## config.mk

```make
export PLATFORM = sky130hd
export DESIGN_NAME = hazard_scoreboard
export DESIGN_NICKNAME = d
export VERILOG_FILES = /design/src/rtl/hazard_scoreboard_pkg.sv /design/src/rtl/hazard_match.sv /design/src/rtl/hazard_scoreboard.sv
export SDC_FILE = /design/constraint.sdc
export NUM_CORES = 1
export LEC_CHECK = 0
export BUFFER_PORTS_ARGS = -buffer_cell sky130_fd_sc_hd__buf_2
export CORE_ASPECT_RATIO = 0.9
export CORE_UTILIZATION = 41
export CTS_BUF_LIST = sky130_fd_sc_hd__clkbuf_16
export CTS_CLUSTER_SIZE = 20
export DETAILED_ROUTE_END_ITERATION = 7
export MAX_ROUTING_LAYER = met4
export PLACE_DENSITY = 0.64
export SLEW_MARGIN = 0
export SYNTH_ARGS = -nofsm -noshare
export SYNTH_HDL_FRONTEND = slang
export SYNTH_SLANG_ARGS = --single-unit
```

## constraint.sdc

```tcl
create_clock -name clk -period 5.25 [get_ports clk]
set_input_delay 0.525 -clock clk [delete_from_list [all_inputs] [get_ports clk]]
set_output_delay 0.525 -clock clk [all_outputs]
set_load 0.02 [all_outputs]
```

## src/rtl/hazard_scoreboard_pkg.sv

```systemverilog
// hazard_scoreboard_pkg: shared scoreboard entry type, forward-select width helper and register-file select constant
package hazard_scoreboard_pkg;
  localparam int RA_W_MAX = 8;
  localparam int FWD_RF = 0;
  typedef struct packed {
    logic                valid;
    logic [RA_W_MAX-1:0] rd;
    logic                we;
    logic                load;
  } sb_entry_t;
  function automatic int fs_width(input int depth);
    return $clog2(depth + 1);
  endfunction
endpackage

```

## src/rtl/hazard_match.sv

```systemverilog
// hazard_match: youngest in-flight writer of one source register; reports hit, readiness and its stage index
module hazard_match
  import hazard_scoreboard_pkg::*;
#(
  parameter int RA_W    = 5,
  parameter int DEPTH   = 4,
  parameter int ALU_RDY = 2,
  parameter int LD_RDY  = 3,
  parameter int FS_W    = fs_width(DEPTH)
) (
  input  sb_entry_t [DEPTH:1] sb,
  input  logic [RA_W-1:0]     src,
  input  logic                used,
  output logic                hit,
  output logic                rdy,
  output logic [FS_W-1:0]     sel
);
  always_comb begin
    hit = 1'b0;
    rdy = 1'b0;
    sel = FS_W'(FWD_RF);
    for (int k = DEPTH; k >= 1; k--)
      if (sb[k].valid && sb[k].we && sb[k].rd == RA_W_MAX'(src) && src != '0 && used) begin
        hit = 1'b1;
        rdy = k >= (sb[k].load ? LD_RDY : ALU_RDY);
        sel = FS_W'(k);
      end
  end
endmodule

```

## src/rtl/hazard_scoreboard.sv

```systemverilog
// hazard_scoreboard: in-flight writer scoreboard driving decode stall/flush, forward selects and a saturating stall counter; HAZARD_FWD_EN enables forwarding
module hazard_scoreboard
  import hazard_scoreboard_pkg::*;
#(
  parameter int XLEN    = 32,
  parameter int RA_W    = 5,
  parameter int DEPTH   = 4,
  parameter int ALU_RDY = 2,
  parameter int LD_RDY  = 3,
  parameter int FS_W    = fs_width(DEPTH)
) (
  input  logic            clk,
  input  logic            rst,
  input  logic            id_valid,
  input  logic [RA_W-1:0] id_rs1,
  input  logic [RA_W-1:0] id_rs2,
  input  logic            id_rs1_used,
  input  logic            id_rs2_used,
  input  logic [RA_W-1:0] id_rd,
  input  logic            id_we,
  input  logic            id_load,
  input  logic            redirect,
  output logic            stall,
  output logic            flush,
  output logic [FS_W-1:0] fwd1_sel,
  output logic [FS_W-1:0] fwd2_sel,
  output logic [XLEN-1:0] stall_cnt
);
  sb_entry_t [DEPTH:1] sb_q, sb_d;
  sb_entry_t           ins;
  logic [XLEN-1:0]     stall_cnt_q, stall_cnt_d;
  logic                hit1, hit2, rdy1, rdy2, hazard;
  logic [FS_W-1:0]     sel1, sel2;

  hazard_match #(.RA_W(RA_W), .DEPTH(DEPTH), .ALU_RDY(ALU_RDY), .LD_RDY(LD_RDY), .FS_W(FS_W)) u_m1 (
    .sb(sb_q), .src(id_rs1), .used(id_rs1_used), .hit(hit1), .rdy(rdy1), .sel(sel1)
  );
  hazard_match #(.RA_W(RA_W), .DEPTH(DEPTH), .ALU_RDY(ALU_RDY), .LD_RDY(LD_RDY), .FS_W(FS_W)) u_m2 (
    .sb(sb_q), .src(id_rs2), .used(id_rs2_used), .hit(hit2), .rdy(rdy2), .sel(sel2)
  );

`ifdef HAZARD_FWD_EN
  always_comb begin
    hazard   = (hit1 && !rdy1) || (hit2 && !rdy2);
    fwd1_sel = hit1 && rdy1 ? sel1 : FS_W'(FWD_RF);
    fwd2_sel = hit2 && rdy2 ? sel2 : FS_W'(FWD_RF);
  end
`else
  logic unused_fwd;
  always_comb begin
    hazard     = hit1 || hit2;
    fwd1_sel   = FS_W'(FWD_RF);
    fwd2_sel   = FS_W'(FWD_RF);
    unused_fwd = ^{rdy1, rdy2, sel1, sel2};
  end
`endif

  always_comb begin
    stall       = id_valid && !redirect && hazard;
    flush       = redirect;
    ins         = id_valid && !stall && !redirect ? sb_entry_t'{1'b1, RA_W_MAX'(id_rd), id_we, id_load} : '0;
    sb_d        = {sb_q[DEPTH-1:1], ins};
    stall_cnt_d = stall && !(&stall_cnt_q) ? stall_cnt_q + XLEN'(1) : stall_cnt_q;
  end

  always_ff @(posedge clk) begin
    sb_q        <= rst ? '0 : sb_d;
    stall_cnt_q <= rst ? '0 : stall_cnt_d;
  end

  assign stall_cnt = stall_cnt_q;
endmodule

```

==> impl_metrics.tcl <==
set metrics [dict create \
    outcome "finished clean" \
    path_clk_slew_ps 50 \
    clkSinkCount 60 \
    totalNegativeSetupSlack_ps 0 \
    regToRegEndpoint "stall_cnt[9]" \
    critical_path.startpoint "id_rs2[2]" \
    worst_ir_drop_vdd_v 0.000150 \
    met2_routed_wirelength_um 3160 \
    fin_worst_skew_ps 7.09 \
    areaGrowthSynthToFinish_pct 16.5 \
    report.final.setup_viol 0 \
    cp-end-kind "output pin" \
    top_layer_used "met4" \
    post_route_cells_drive_above_1_share 0.212 \
    p_total_mw 1.09 \
    ctsRootBufferMaster "sky130_fd_sc_hd__clkbuf_16" \
    number_of_antenna_violations_at_the_first_check_in_global_routing 0 \
    layout.nets 416 \
    place_congestion 0.820 \
    tritoncts "done" \
    postRouteAntennaNets 0 \
    worst_slew_pin_slew_ps 1180 \
    synth-edff-count 0 \
    grt_start_max_net_pins 54 \
    grt_pass1_wl_um 10900 \
    syn-mean-instance-area_sq_um 8.86 \
    register_bit_total_from_synthesis 60 \
    cp_data_required_time_ps 4720 \
    drt_iter0_markers 115 \
    worstSetupStartpointType "input pin" \
    slew_margin_rel 0.213 \
    filler_cell_count 691 \
    antennaDiodeCount 0 \
    synth_cell_type_count 39 \
    initial_utilization 0.433 \
    ctsResizeCount 0 \
    finalHoldViolCount 0 \
    yosys_synthesis_warning_count 0 \
    std_cell_rows 29 \
    type_of_the_worst_min_delay_path "in -> reg" \
    postSynth.topFlopCell "sky130_fd_sc_hd__dfxtp_1" \
    chipWidth_um 94.1 \
    chipHeight_um 84.8 \
    max_cap_violations 0 \
    detail_route.vias_per_cell 5.43 \
    dieArea_sq_um 7980 \
    grt.total_usage 0.183 \
    route.final.wire_length_um 6810 \
    timing.hold.worst_path_depth 2 \
    regToRegSetupSlack_ps 2550 \
    unrepaired_setup_endpoints_after_global_routing "false" \
    share_of_the_cycle_needed_by_the_critical_path_after_routing 0.561 \
    reg2reg_depth 7 \
    timing.critical_path.to "stall" \
    worstReg2RegStart "stall_cnt[15]" \
    postLayoutCellArea_sq_um 3640 \
    globalRouteOverflowTotal 0 \
    synth_cells 353 \
    yosysSeqAreaShare 0.384 \
    max_freq_ghz 0.339 \
    cts_hold_buffers 0 \
    core_region_area_sq_um 7220 \
    critPathMaxFanout 53 \
    postCtsSetupBuffers 0 \
    post_drt_wl_per_cell_um 13.9 \
    routed-wl-met3_um 322 \
    cts_inserted_buffers 9 \
    timing_worst_setup_path_type "in -> out" \
    maxSlewViolCount 0 \
    detailedRoute.firstPassIterationCount 5 \
    synth.cell_area_sq_um 3130 \
    drt-met1-wl_um 3240 \
    numPortBuffers 55 \
    place.detailed.hpwl_um 4670 \
    route.detailed.drc 0 \
    cts_max_level 3 \
    fin_crit_ps 2950 \
    first_global_vias 2260 \
    placement.cell_area_sq_um 3350 \
    insertion_delay_ps 330 \
    worst-endpoint-arrival_ps 2420 \
    cellPowerDensity_nw_per_um2 299 \
    power.static_leakage_nw 1.34 \
    boundaryPins 63 \
    vias 2660 \
    clock_path_buffers 2 \
    synth_async_sr_flop_share 0 \
]
[report_power, final]
group          switching (mW)  total, mW  internal [mW]
sequential            0.00272      0.462          0.459
clock                   0.210      0.575          0.365
combinational          0.0314     0.0535         0.0222
total                   0.244       1.09          0.846
[kinds of logic (layout without fill, tap and decap cells)]
logic type | after synthesis | after routing | share of synthesized area
AND/OR/NAND/NOR | 150 | 150 | 0.283
flip-flops | 60 | 60 | 0.384
AO/OA/AOI/OAI | 54 | 54 | 0.115
XOR/XNOR | 40 | 40 | 0.112
buffers and inverters | 39 | 78 | 0.0716
multiplexers | 8 | 8 | 0.0288
adder cells (fa/ha/maj) | 1 | 1 | 0.00400
other | 1 | 6 | 0.00120
[worst min-delay path by stage]
stage                        start       end
after global routing      id_rd[2]  sb_d[15]
final                     id_rd[2]  sb_d[15]
after global placement    sb_d[21]  sb_d[32]
after detailed placement  sb_d[23]  sb_d[34]
after CTS                 id_rd[2]  sb_d[15]
after floorplan           sb_d[12]  sb_d[23]
[cell usage in the layout (no fill, tap or decap), types with 2 or more instances in the layout]
cell type / count
sky130_fd_sc_hd__nand4_1: 13
sky130_fd_sc_hd__o31ai_1: 21
sky130_fd_sc_hd__and3_1: 7
sky130_fd_sc_hd__and2_1: 8
sky130_fd_sc_hd__inv_1: 6
sky130_fd_sc_hd__nor4_1: 2
sky130_fd_sc_hd__dfxtp_1: 60
sky130_fd_sc_hd__clkinv_2: 2
sky130_fd_sc_hd__clkbuf_16: 9
sky130_fd_sc_hd__nor2_1: 13
sky130_fd_sc_hd__xnor2_1: 34
sky130_fd_sc_hd__nand3_1: 15
sky130_fd_sc_hd__nor3_1: 13
sky130_fd_sc_hd__nand2_1: 15
sky130_fd_sc_hd__mux2_2: 7
sky130_fd_sc_hd__xor2_1: 6
sky130_fd_sc_hd__nand3b_1: 2
sky130_fd_sc_hd__and4_1: 6
sky130_fd_sc_hd__o21ai_0: 3
sky130_fd_sc_hd__nor2b_1: 29
sky130_fd_sc_hd__a21oi_1: 24
sky130_fd_sc_hd__or4_1: 21
sky130_fd_sc_hd__or3_1: 2
sky130_fd_sc_hd__buf_2: 55
sky130_fd_sc_hd__conb_1: 6
sky130_fd_sc_hd__clkinvlp_4: 2
[per-layer routing]
| layer | up-vias | global-route usage |
|---|---|---|
| met5 | - | - |
| met4 | 0 | 0.0503 |
| met3 | 7 | 0.0672 |
| met2 | 70 | 0.270 |
| met1 | 1244 | 0.234 |
| li1 | 1339 | - |
[flip-flops by register name, summed over array words and instances (netlist names)]
signal	count
sb_d	21
sb_q	7
stall_cnt	32
[Yosys cell counts, drive strengths merged (10+ instances only)]
library cell	number	share of area
clkbuf	10	0.012
a21oi	24	0.038
nor2	13	0.016
nor3	14	0.024
or4	21	0.050
dfxtp	60	0.38
nand3	15	0.024
nor2b	29	0.058
buf	23	0.052
nand2	15	0.018
xnor2	34	0.095
nand4	13	0.026
o31ai	21	0.050
[critical path: stages]
cell,delay [ps]
sky130_fd_sc_hd__buf_2,150
sky130_fd_sc_hd__xnor2_1,140
sky130_fd_sc_hd__nand4_1,100
sky130_fd_sc_hd__nor2_1,70
sky130_fd_sc_hd__nor4_1,490
sky130_fd_sc_hd__o32a_4,600
sky130_fd_sc_hd__inv_2,120
sky130_fd_sc_hd__buf_2,190
[layout make-up]
cell class / instances / area [sq um] / area share
clock buffer: 9 / 225 / 0.0618
clock inverter: 7 / 67.6 / 0.0186
inverter: 6 / 22.5 / 0.00618
multi-input combinational: 259 / 1730 / 0.474
sequential: 60 / 1200 / 0.330
tap: 93 / 116 / 0.0319
timing repair buffer: 56 / 283 / 0.0776
[stage by stage]
stage	cells	hold WS [ps]	util	worst slack (ps)
after floorplan	358	438	-	2790
after global placement	474	449	0.464	2350
after CTS	490	383	0.504	2320
after detailed placement	474	451	0.464	2350
after global routing	490	384	0.504	2150
final	490	394	0.504	2300
Note: power is estimated with default switching activity, not from simulation.
